$ cat config.mk
export PLATFORM = sky130hd
export DESIGN_NAME = sram22_1024x32m8w8_ctrl
export DESIGN_NICKNAME = d
export VERILOG_FILES = /design/src/rtl/sram22_ctrl_pkg.sv /design/src/rtl/sram22_rsp_fifo.sv /design/src/rtl/sram22_1024x32m8w8_ctrl.sv
export SDC_FILE = /design/constraint.sdc
export NUM_CORES = 1
export LEC_CHECK = 0
export BUFFER_PORTS_ARGS = -buffer_cell sky130_fd_sc_hd__buf_2
export CORE_MARGIN = 10
export CORE_UTILIZATION = 30
export DETAILED_ROUTE_END_ITERATION = 6
export PLACE_DENSITY_LB_ADDON = 0.15
export SLEW_MARGIN = 20
export SYNTH_ARGS = -nofsm -noshare
export SYNTH_HDL_FRONTEND = slang
export SYNTH_SLANG_ARGS = --single-unit
$ cat constraint.sdc
create_clock -name clk -period 3.6 [get_ports clk]
set_clock_uncertainty 0.05 [all_clocks]
set_input_delay 0.72 -clock clk [delete_from_list [all_inputs] [get_ports clk]]
set_output_delay 0.72 -clock clk [all_outputs]
set_load 0.05 [all_outputs]
$ cat src/rtl/sram22_ctrl_pkg.sv
// Shared widths and types for the 1024x32 SRAM controller (wmask granularity 8 bits).
package sram22_ctrl_pkg;

  localparam int DATA_WIDTH  = 32;
  localparam int ADDR_WIDTH  = 10;
  localparam int WMASK_WIDTH = DATA_WIDTH / 8;

  typedef enum logic {
    INIT,
    RUN
  } ctrl_state_e;

  typedef struct packed {
    logic                   we;
    logic [WMASK_WIDTH-1:0] wmask;
    logic [ADDR_WIDTH-1:0]  addr;
    logic [DATA_WIDTH-1:0]  wdata;
  } sram_req_t;

endpackage

$ cat src/rtl/sram22_rsp_fifo.sv
// Small synchronous response FIFO; the head entry drives pop_data straight from storage.
module sram22_rsp_fifo #(
  parameter int DEPTH = 2,
  parameter int WIDTH = 32,
  localparam int PW   = (DEPTH > 1) ? $clog2(DEPTH) : 1,
  localparam int CW   = $clog2(DEPTH + 1)
) (
  input  logic             clk,
  input  logic             rstb,
  input  logic             push,
  input  logic [WIDTH-1:0] push_data,
  input  logic             pop,
  output logic [WIDTH-1:0] pop_data,
  output logic [CW-1:0]    count,
  output logic             full,
  output logic             empty
);

  logic [WIDTH-1:0] mem [DEPTH];
  logic [PW-1:0]    wr_ptr;
  logic [PW-1:0]    rd_ptr;
  logic             do_push;
  logic             do_pop;

  function automatic logic [PW-1:0] next_ptr(input logic [PW-1:0] p);
    return (p == PW'(DEPTH - 1)) ? '0 : p + PW'(1);
  endfunction

  assign full     = (count == CW'(DEPTH));
  assign empty    = (count == '0);
  assign do_push  = push & ~full;
  assign do_pop   = pop & ~empty;
  assign pop_data = mem[rd_ptr];

  // Storage is reset as well so the head reads zero after a flush.
  always_ff @(posedge clk or negedge rstb) begin
    if (!rstb) begin
      for (int i = 0; i < DEPTH; i++) mem[i] <= '0;
      wr_ptr <= '0;
      rd_ptr <= '0;
      count  <= '0;
    end else begin
      if (do_push) begin
        mem[wr_ptr] <= push_data;
        wr_ptr      <= next_ptr(wr_ptr);
      end
      if (do_pop) rd_ptr <= next_ptr(rd_ptr);
      count <= count + CW'(do_push) - CW'(do_pop);
    end
  end

endmodule

$ cat src/rtl/sram22_1024x32m8w8_ctrl.sv
// Client-side controller for the 1024x32 byte-masked SRAM macro with optional zero-fill.
// Optional request counters are enabled by defining SRAM22_CTRL_STATS_EN.
module sram22_1024x32m8w8_ctrl
  import sram22_ctrl_pkg::*;
#(
  parameter int RSP_DEPTH     = 2,
  parameter bit INIT_ON_RESET = 1'b1
) (
  input  logic                   clk,
  input  logic                   rstb,
  input  logic                   req_valid,
  output logic                   req_ready,
  input  logic                   req_we,
  input  logic [WMASK_WIDTH-1:0] req_wmask,
  input  logic [ADDR_WIDTH-1:0]  req_addr,
  input  logic [DATA_WIDTH-1:0]  req_wdata,
  output logic                   rsp_valid,
  input  logic                   rsp_ready,
  output logic [DATA_WIDTH-1:0]  rsp_rdata,
  output logic                   init_done,
  output logic                   sram_we,
  output logic [WMASK_WIDTH-1:0] sram_wmask,
  output logic [ADDR_WIDTH-1:0]  sram_addr,
  output logic [DATA_WIDTH-1:0]  sram_din,
  input  logic [DATA_WIDTH-1:0]  sram_dout
`ifdef SRAM22_CTRL_STATS_EN
  ,
  output logic [15:0]            rd_count,
  output logic [15:0]            wr_count
`endif
);

  localparam int CW = $clog2(RSP_DEPTH + 1);

  ctrl_state_e           state;
  logic [ADDR_WIDTH-1:0] init_cnt;
  logic [ADDR_WIDTH-1:0] last_addr;
  logic                  rd_pend;
  logic                  started;
  logic                  accept;
  logic                  pop;
  logic                  fifo_full;
  logic                  fifo_empty;
  logic [CW-1:0]         fifo_count;
  logic [CW:0]           occupancy;
  sram_req_t             pins;

  assign rsp_valid = ~fifo_empty;
  assign pop       = rsp_valid & rsp_ready;

  // Credits include the read in flight; a same-cycle pop frees its slot immediately.
  assign occupancy = {1'b0, fifo_count} + (CW+1)'(rd_pend) - (CW+1)'(pop);
  assign req_ready = started && (state == RUN) && (occupancy < (CW+1)'(RSP_DEPTH));
  assign accept    = req_valid & req_ready;

  always_comb begin
    pins.we    = 1'b0;
    pins.wmask = '0;
    pins.addr  = last_addr;
    pins.wdata = '0;
    if (state == INIT) begin
      pins.we    = 1'b1;
      pins.wmask = '1;
      pins.addr  = init_cnt;
    end else if (accept) begin
      pins.we    = req_we;
      pins.wmask = req_wmask;
      pins.addr  = req_addr;
      pins.wdata = req_wdata;
    end
  end

  assign sram_we    = pins.we;
  assign sram_wmask = pins.wmask;
  assign sram_addr  = pins.addr;
  assign sram_din   = pins.wdata;

  always_ff @(posedge clk or negedge rstb) begin
    if (!rstb) begin
      state     <= INIT_ON_RESET ? INIT : RUN;
      init_cnt  <= '0;
      init_done <= ~INIT_ON_RESET;
      rd_pend   <= 1'b0;
      started   <= 1'b0;
      last_addr <= '0;
    end else begin
      started   <= 1'b1;
      rd_pend   <= accept & ~req_we;
      last_addr <= pins.addr;
      case (state)
        INIT: begin
          init_cnt <= init_cnt + ADDR_WIDTH'(1);
          if (&init_cnt) begin
            state     <= RUN;
            init_done <= 1'b1;
          end
        end
        RUN: ;
      endcase
    end
  end

  // The macro's dout is only meaningful in the cycle after an accepted read.
  sram22_rsp_fifo #(
    .DEPTH (RSP_DEPTH),
    .WIDTH (DATA_WIDTH)
  ) u_rsp_fifo (
    .clk       (clk),
    .rstb      (rstb),
    .push      (rd_pend),
    .push_data (sram_dout),
    .pop       (pop),
    .pop_data  (rsp_rdata),
    .count     (fifo_count),
    .full      (fifo_full),
    .empty     (fifo_empty)
  );

  no_push_when_full: assert property (@(posedge clk) disable iff (!rstb) !(rd_pend && fifo_full));

`ifdef SRAM22_CTRL_STATS_EN
  always_ff @(posedge clk or negedge rstb) begin
    if (!rstb) begin
      rd_count <= '0;
      wr_count <= '0;
    end else if (accept) begin
      if (req_we) begin
        if (wr_count != 16'hFFFF) wr_count <= wr_count + 16'd1;
      end else begin
        if (rd_count != 16'hFFFF) rd_count <= rd_count + 16'd1;
      end
    end
  end
`endif

endmodule

==> results by stage, run 1 <==
Status:
- The flow ran to the end, but the final reports show violations.
- The checks that failed: setup timing.

STA:
- The final setup slack of the worst path is -0.112 ns.
- The routed design could run at a clock period as short as about 3.7 ns.
- The final-report max-slew violation count is 0.
- Setup violations remaining at the end of the flow were counted as 43.
- The worst-case headroom to the max-slew limit is between 40% and 50%.
- The pin slew with the least headroom to its limit is 0.770 ns.
- In the finished design, the share of the clock period the worst path needs comes to 103%.
- Timing would allow up to 269 MHz.
- The final number of hold-violating endpoints is 0.
- Setup repair after global routing could not meet its margin everywhere.

Clocking:
- The CTS tree is done.
- Clock latency on the worst-skew pair, taken at its later pin, is 0.35 ns.
- The depth of the CTS H-tree is 3.
- The clock-pin slew on the worst setup and hold paths is 0.07 ns.
- The number of sinks on the clock net is approximately 90.
- The total clock buffers created by CTS is 9.
- CTS placed an instance of sky130_fd_sc_hd__clkbuf_16 at the clock tree root.
- The buffer depth of the longest clock path is 2.

Critical path:
- The largest incremental delay on the critical path is 0.54 ns.
- STA classifies the critical path endpoint as an output port.
- The type of origin of the critical path is a flip-flop.
- In this run the worst path has a maximum fanout of 16.
- The most numerous cell type found on the critical path is sky130_fd_sc_hd__and3_4.
- The data arrival time of the critical path is 2.94 ns.
- By startpoint and endpoint, the worst setup path is classified as reg2out.
- Counting both buffers and inverters, the worst setup path holds a total of 3.
- At the worst endpoint, the required time is 2.83 ns.
- On the critical path the largest part of the delay comes from simple AND/OR/NAND/NOR gates.
- For this design, the slowest cell found on the critical path is sky130_fd_sc_hd__fa_2.
- Traced cell by cell, the critical path runs through or2_4 -> and2_4 -> ha_4 -> inv_2 -> nand2_2 -> fa_2 -> and3_4 -> and3_4 -> clkbuf_16 -> and2_2 -> buf_8.

Power and ir drop:
- For this design the static power due to leakage is 3.17 nW.
- The worst voltage drop across the vdd grid is slightly below 0.3 mV.
- Power spread over the standard cell area amounts to 507 nW/um2.

Yosys:
- Synthesis handed over a netlist of about 340 instances.
- The count of flip-flops with a built-in enable after synthesis is 0.
- The cell with the most instances after synthesis is sky130_fd_sc_hd__dfrtp_1.
- The fraction of the yosys area taken by sequential cells is 52.5%.
- The number of register bits inferred by synthesis is between 90 and 100.
- Ranked by total cell area, the synthesized netlist is headed by sky130_fd_sc_hd__dfrtp_1 53%, sky130_fd_sc_hd__mux2_1 16%, sky130_fd_sc_hd__mux2_2 8.5%.
- The fraction of registers with async set or reset after synthesis is 100%.
- The synthesized netlist net count is 431.
- The cell type with the highest aggregate area in the netlist is sky130_fd_sc_hd__dfrtp_1.
- The share of synthesized area in the top cell type comes to 52.5%.
- The number of synthesis warnings is 0.
- The number of distinct standard cells referenced by the synthesized netlist is 36.
- The flip-flop cell with the highest count after synthesis is sky130_fd_sc_hd__dfrtp_1.
- In this run the cell area of the synthesized design comes to around 4400 um2.
- Averaged over all synthesized cells, the footprint is 12.8 um2.
- After synthesis, the most frequently instantiated cells are 92 x sky130_fd_sc_hd__dfrtp_1, 64 x sky130_fd_sc_hd__mux2_1, 33 x sky130_fd_sc_hd__and2_1, 33 x sky130_fd_sc_hd__mux2_2, 13 x sky130_fd_sc_hd__nand2_1.

GRT:
- Entering global routing, the biggest net connects 44 pins.
- The number of antenna violations at the first check in global routing is 1.
- The combined global-route utilization of all metal layers is between 10% and 20%.
- The via count of the first global-routing pass is approximately 3,700.
- The overall overflow remaining after global route is 0.
- The first-pass GRT wire length is roughly 20,000 um.

Placement:
- The total placed cells including tap cells is 689.
- The worst slack at placement is -0.133 ns.
- The total of buffers placed on input and output ports is 164.
- At the end of routability-driven placement, the weighted congestion stood at 0.744.
- The post-DP HPWL is 8760 um.

Route:
- The routed via count divided by cell count is 4.63.
- After detailed routing, the number of remaining DRC violations is 0.
- Dividing the detail-routed wire length by the instance count gives 17.0 um.
- The post-route antenna net violation count is 0.
- The first routing iteration left 115 violations.
- The final route contains ~3,300 vias.
- The total wire length after detailed routing is 12,100 um.
- The number of detailed-routing iterations run before antenna repair is 4.

Run:
- The max-cap violation count is 0.

Layout:
- After the last flow step, the layout net total stands at 610.
- The antenna cell count is 0.
- The fraction of final layout cells with drive strength greater than 1 is 55.4%.
- The signed area change from the synthesized netlist to the final layout is 45.5%.
- The post-route non-filler standard cell count is 711.

Floorplanning:
- The full die area is slightly below 20,000 um2.
- The effective utilization at floorplan is 30.4%.
- The top-level I/O count is ~170.
- The floorplan has 44 rows.
- The core outline area is 14,400 um2.
- Measured along the x axis, the die boundary spans 141 um.
- The floorplan die height is 141 um.

Hold path:
- The kind of path behind the tightest hold check is in2async.
==> layout by cell type (no fill, tap or decap), types with 2 or more instances in the layout <==
cell type / n
sky130_fd_sc_hd__buf_2: 116
sky130_fd_sc_hd__dfrtp_1: 91
sky130_fd_sc_hd__mux2_1: 64
sky130_fd_sc_hd__mux2_2: 33
sky130_fd_sc_hd__buf_6: 32
sky130_fd_sc_hd__and2_2: 21
sky130_fd_sc_hd__buf_4: 19
sky130_fd_sc_hd__buf_8: 16
sky130_fd_sc_hd__nand2_1: 12
sky130_fd_sc_hd__nor3_1: 12
sky130_fd_sc_hd__and2_4: 10
sky130_fd_sc_hd__clkbuf_16: 10
sky130_fd_sc_hd__nor2b_1: 9
sky130_fd_sc_hd__inv_1: 8
sky130_fd_sc_hd__xor2_1: 7
sky130_fd_sc_hd__o21ai_2: 5
sky130_fd_sc_hd__a311o_1: 5
sky130_fd_sc_hd__xnor2_1: 5
sky130_fd_sc_hd__nand3_1: 4
sky130_fd_sc_hd__nor2_1: 4
sky130_fd_sc_hd__a311o_2: 4
sky130_fd_sc_hd__inv_2: 3
sky130_fd_sc_hd__ha_1: 3
sky130_fd_sc_hd__and3_4: 2
sky130_fd_sc_hd__nand3_4: 2
sky130_fd_sc_hd__and2_1: 2
sky130_fd_sc_hd__nand4b_1: 2
sky130_fd_sc_hd__clkinv_4: 2
sky130_fd_sc_hd__inv_6: 2
sky130_fd_sc_hd__buf_12: 2
==> repair_timing <==
item                                    in CTS  in global routing
endpoints found under the hold margin        0                  0
setup buffers                                4                  0
gates cloned                                 1                  1
pin swaps                                   10                  2
hold buffers                                 0                  0
endpoints found under the setup margin      47                 47
resized for setup                          113                 18
==> stage by stage <==
stage                     power [mW]  area, um2  TNS [ns]  utilization [%]  hold WS [ns]
after floorplan                 1.89       4470         0                -         0.374
after global placement          2.26       5590     -1.60             38.8         0.392
after detailed placement        2.27       5590     -2.94             38.8         0.409
after CTS                       3.30       6310     -4.26             43.7         0.330
after global routing            3.41       6380     -7.94             44.2         0.359
final                           3.23       6380     -3.51             44.2         0.328
==> kinds of logic (layout without fill, tap and decap cells) <==
| logic type | Yosys count | count (layout) | synth area share, % |
|---|---|---|---|
| mux | 97 | 97 | 24.9 |
| flops | 92 | 92 | 52.5 |
| simple gates | 84 | 85 | 10.8 |
| buf+inv | 30 | 213 | 3.23 |
| compound gates | 20 | 20 | 3.91 |
| xor+xnor | 14 | 14 | 2.97 |
| fa+ha+maj | 5 | 5 | 1.60 |
| other cells | 1 | 1 | 0.0856 |
==> final timing paths <==
| check | from | endpoint | slack, ns | cells after the start |
|---|---|---|---|---|
| min | rstb | last_addr[4] | 0.33 | 1 |
| max reg2reg | u_rsp_fifo.count[0] | last_addr[3] | 0.93 | 10 |
| max | u_rsp_fifo.count[0] | sram_din[2] | -0.11 | 11 |
| min in group clk | init_done | init_done | 0.42 | 1 |
| max in group asynchronous | rstb | u_rsp_fifo.count[1] | 2.39 | 2 |
| min reg2reg | init_done | init_done | 0.42 | 1 |
==> power by group <==
| part | internal (mW) | total [mW] | switching, mW |
|---|---|---|---|
| clock | 0.499 | 0.926 | 0.426 |
| sequential | 1.07 | 1.09 | 0.0152 |
| combinational | 0.443 | 1.22 | 0.779 |
| total | 2.01 | 3.23 | 1.22 |
==> cell type report <==
class | count | area [um2]
clock buffer | 10 | 239
clock inverter | 6 | 53.8
fill | 1344 | 8050
inverter | 11 | 41.3
multi-input combinational | 222 | 2120
sequential | 92 | 2300
tap | 184 | 230
timing repair buffer | 186 | 1390
==> state kept, by name, summed over array words and instances (netlist names) <==
register           cells
u_rsp_fifo.mem        64
init_cnt              10
last_addr             10
u_rsp_fifo.count       2
init_done              1
rd_pend                1
started                1
state                  1
u_rsp_fifo.rd_ptr      1
u_rsp_fifo.wr_ptr      1
==> worst reg2reg max path, stage by stage, from the launching register on <==
cell	delay, ns
sky130_fd_sc_hd__dfrtp_1	0.38
sky130_fd_sc_hd__or2_4	0.25
sky130_fd_sc_hd__and2_4	0.15
sky130_fd_sc_hd__ha_4	0.20
sky130_fd_sc_hd__inv_2	0.06
sky130_fd_sc_hd__nand2_2	0.05
sky130_fd_sc_hd__fa_2	0.54
sky130_fd_sc_hd__and3_4	0.25
sky130_fd_sc_hd__nand3_4	0.12
sky130_fd_sc_hd__a311o_1	0.37
sky130_fd_sc_hd__buf_4	0.14
==> layer usage <==
metal / GRT usage (%) / up-vias / part of all wire (%)
li1: - / 1551 / -
met1: 13.9 / 1633 / 41
met2: 20.2 / 100 / 50
met3: 6.15 / 11 / 8.3
met4: 2.72 / 0 / 1.1
met5: 0 / - / 0
Note: power is estimated with default switching activity, not from simulation.
==> run 2, diff against run 1 <==
Settings changed: CORE_MARGIN 10 to not set.
==> run 2 against run 1 <==
  * The flow still finishes with violations (setup timing)
  * Sequential power is 6% higher
  * Die area is 24% lower
  * Total power is 6.2% higher
  * Design area is 4.1% higher
  * Worst setup slack worse by 0.013 ns
  * Critical path depth stayed put
  * Count of clock-buffer cells in the layout stayed put
  * Global-route usage is 3.5 points higher
  * Worst hold slack worse by 0.0023 ns
  * Critical path type unchanged
  * Highest routed layer unchanged
==> results by stage, run 2 (same netlist as run 1, synthesis figures left out) <==
Status:
- Run status: finished with violations (unchanged).
- Violated checks: setup timing (unchanged).

Clocking:
- The library cell used as clock root buffer is sky130_fd_sc_hd__clkbuf_16 (unchanged).
- The clock-pin slew on the worst setup and hold paths is 0.06 ns (was 0.07 ns).
- The buffer depth of the longest clock path is 2 (unchanged).
- The clock insertion delay at the later pin of the skew report was 0.34 ns (was 0.35 ns).
- The total clock buffers created by CTS was 9 (unchanged).
- The depth of the CTS H-tree came to 3 (unchanged).
- The CTS tree is done (unchanged).
- The number of sinks on the clock net is 92 (unchanged).

Critical path:
- The data arrival time of the critical path is 2.95 ns (was 2.94 ns).
- Critical path cell sequence: or2_4 -> and2_4 -> ha_4 -> inv_2 -> nand2_2 -> fa_2 -> and3_4 -> buf_12 -> nand3_4 -> a311o_2 -> buf_6 (was or2_4 -> and2_4 -> ha_4 -> inv_2 -> nand2_2 -> fa_2 -> and3_4 -> and3_4 -> clkbuf_16 -> and2_2 -> buf_8).
- The biggest fanout along the worst timing path is 5 (was 16).
- The logic depth of the worst register-to-register path was 11 (was 10).
- The kind of critical path is reg2out (unchanged).
- The end of the worst register-to-register path was last_addr[7] (was last_addr[3]).
- The type of origin of the critical path was a flip-flop (unchanged).
- The worst-path cell with the longest stage delay is sky130_fd_sc_hd__fa_2 (unchanged).
- The category of the worst setup path capture point is an output port (unchanged).
- The category of cells accounting for the largest share of critical-path delay is simple AND/OR/NAND/NOR gates (unchanged).
- The largest incremental delay on the critical path is 0.53 ns (was 0.54 ns).
- The timing startpoint of the critical path is u_rsp_fifo.count[0] (unchanged).
- The worst path buffer plus inverter count came to 3 (unchanged).
- The launch instance of the worst register-to-register path is u_rsp_fifo.count[0] (unchanged).
- The required time at the endpoint of the critical path is 2.83 ns (about the same).
- The worst-case register-to-register setup slack is 0.86 ns (was 0.93 ns).

GRT:
- The pin count of the biggest net entering global routing came to 51 (was 44).
- The number of antenna violations at the first check in global routing is 0 (was 1).
- The first-pass GRT wire length is 18,000 um (was 19,700 um).
- The overall overflow remaining after global route came to 0 (unchanged).
- The combined global-route utilization of all metal layers is 15.8% (was 12.3%).
- The via count of the first global-routing pass is 3,643 (was 3,742).

STA:
- The final number of setup-violating endpoints is 46 (was 43).
- The worst-case headroom to the max-slew limit is 45.2% (was 48.4%).
- Setup repair after global routing missed its margin: true (unchanged).
- The final-report max-slew violation count is 0 (unchanged).
- The pin slew with the least headroom to its limit came to 0.823 ns (was 0.770 ns).
- The highest clock rate is 268 MHz (was 269 MHz).
- The final number of hold-violating endpoints is 0 (unchanged).
- The worst hold-check slack was 0.326 ns (was 0.328 ns).
- The post-route minimum period came to 3.72 ns (was 3.71 ns).
- The post-route fraction of the period consumed by the critical path was 103% (about the same).
- The final setup slack of the worst path came to -0.124 ns (was -0.112 ns).

Floorplanning:
- The full die area was 15,100 um2 (was 19,800 um2).
- The top-level I/O count came to 165 (unchanged).
- The floorplan die height was 123 um (was 141 um).
- The core outline area is 14,000 um2 (was 14,400 um2).
- The effective utilization at floorplan is 31.2% (was 30.4%).
- The number of rows in the core area is 43 (was 44).
- The die extent in x came to 123 um (was 141 um).

Power and ir drop:
- The static leakage came to 3.26 nW (was 3.17 nW).
- The worst voltage drop across the vdd grid came to 0.396 mV (was 0.292 mV).
- The power per cell area is 517 nW/um2 (was 507 nW/um2).

Layout:
- The total area of sequential cells is 2300 um2 (about the same).
- The fraction of final layout cells with drive strength greater than 1 is 56.1% (was 55.4%).
- The combined area of the multi-input logic cells came to 2180 um2 (was 2120 um2).
- The antenna cell count is 0 (unchanged).
- The total number of nets in the final design is 612 (was 610).
- The signed area change from the synthesized netlist to the final layout is 51.6% (was 45.5%).
- The leading cell type in the layout, fill and taps excluded is sky130_fd_sc_hd__buf_2 (unchanged).
- The post-route non-filler standard cell count is 709 (was 711).
- The largest register by flop count was u_rsp_fifo.mem (unchanged).
- The number of flip-flops under the largest register name is 64 (unchanged).
- The count of filler cells inserted in the layout came to 1,297 (was 1,344).
- Top library cells by usage in the layout, fill and taps aside: 116 x sky130_fd_sc_hd__buf_2, 90 x sky130_fd_sc_hd__dfrtp_1, 64 x sky130_fd_sc_hd__mux2_1 (was 116 x sky130_fd_sc_hd__buf_2, 91 x sky130_fd_sc_hd__dfrtp_1, 64 x sky130_fd_sc_hd__mux2_1).
- Leading registers by flop count: u_rsp_fifo.mem: 64 flops, init_cnt: 10 flops, last_addr: 10 flops (unchanged).

Route:
- The number of DRC markers in iteration 0 is 55 (was 115).
- The total wire length after detailed routing came to 11,200 um (was 12,100 um).
- The total via count after detailed routing is 3,338 (was 3,295).
- The average routed wire per standard cell is 15.9 um (was 17.0 um).
- The number of detailed-routing iterations run before antenna repair is 4 (unchanged).
- The routed via count divided by cell count is 4.71 (was 4.63).
- The remaining routing DRC violations came to 0 (unchanged).
- The post-route antenna net violation count is 0 (unchanged).

Placement:
- The total of buffers placed on input and output ports is 164 (unchanged).
- The total placed cells including tap cells came to 681 (was 689).
- The worst slack at placement is -0.114 ns (was -0.133 ns).
- The final weighted congestion in routability-driven placement is 0.703 (was 0.744).
- The post-DP HPWL came to 7450 um (was 8760 um).

Hold path:
- The kind of path behind the tightest hold check is in2async (unchanged).

Run:
- The max-cap violation count is 0 (unchanged).
[run 2: worst max-delay path by stage]
stage                   endpoint  slack (ns)  cells after the start
detailed placement  sram_addr[4]       -0.11                     10
CTS                 sram_addr[7]       -0.17                     11
global placement    sram_addr[9]       -0.10                     10
finish              sram_addr[9]       -0.12                     11
global route        sram_addr[7]       -0.23                     11
floorplan           sram_addr[5]       0.003                     10
[run 2: final cells by class]
class / instances / area share [%]
clock buffer: 10 / 3.60
clock inverter: 6 / 2.03
inverter: 11 / 0.622
multi-input combinational: 222 / 32.9
sequential: 92 / 34.7
tap: 180 / 3.39
timing repair buffer: 188 / 22.8
[run 2: metrics by stage]
step	setup TNS (ns)	area, um2	util [%]	power, mW
finish	-2.25	6640	47.3	3.43
global route	-7.27	6640	47.3	3.59
CTS	-4.80	6610	47.1	3.47
detailed placement	-1.78	5560	39.6	2.20
global placement	-1.26	5560	39.6	2.20
floorplan	0	4470	-	1.89
[run 2: where the power goes]
| part | internal [mW] | total, mW | switching [mW] | leakage [nW] |
|---|---|---|---|---|
| sequential | 1.07 | 1.16 | 0.0931 | 1.18 |
| combinational | 0.417 | 1.11 | 0.693 | 1.91 |
| clock | 0.767 | 1.16 | 0.391 | 0.175 |
| total | 2.26 | 3.43 | 1.18 | 3.26 |
[run 2: routing by layer]
metal	GRT usage [%]	part of all wire, %	wire (um)	vias up
met4	4.27	1.1	121	0
li1	-	-	-	1555
met1	18.5	41	4560	1690
met3	6.37	6.7	755	10
met5	0	0	0	-
met2	26.7	52	5820	83
[run 2: repair_timing]
action | in CTS | in global routing
gates cloned | 3 | 1
setup buffers | 9 | 2
setup endpoints to repair | 47 | 47
pin swaps | 18 | 14
hold buffers | 0 | 0
gates resized for setup | 172 | 16
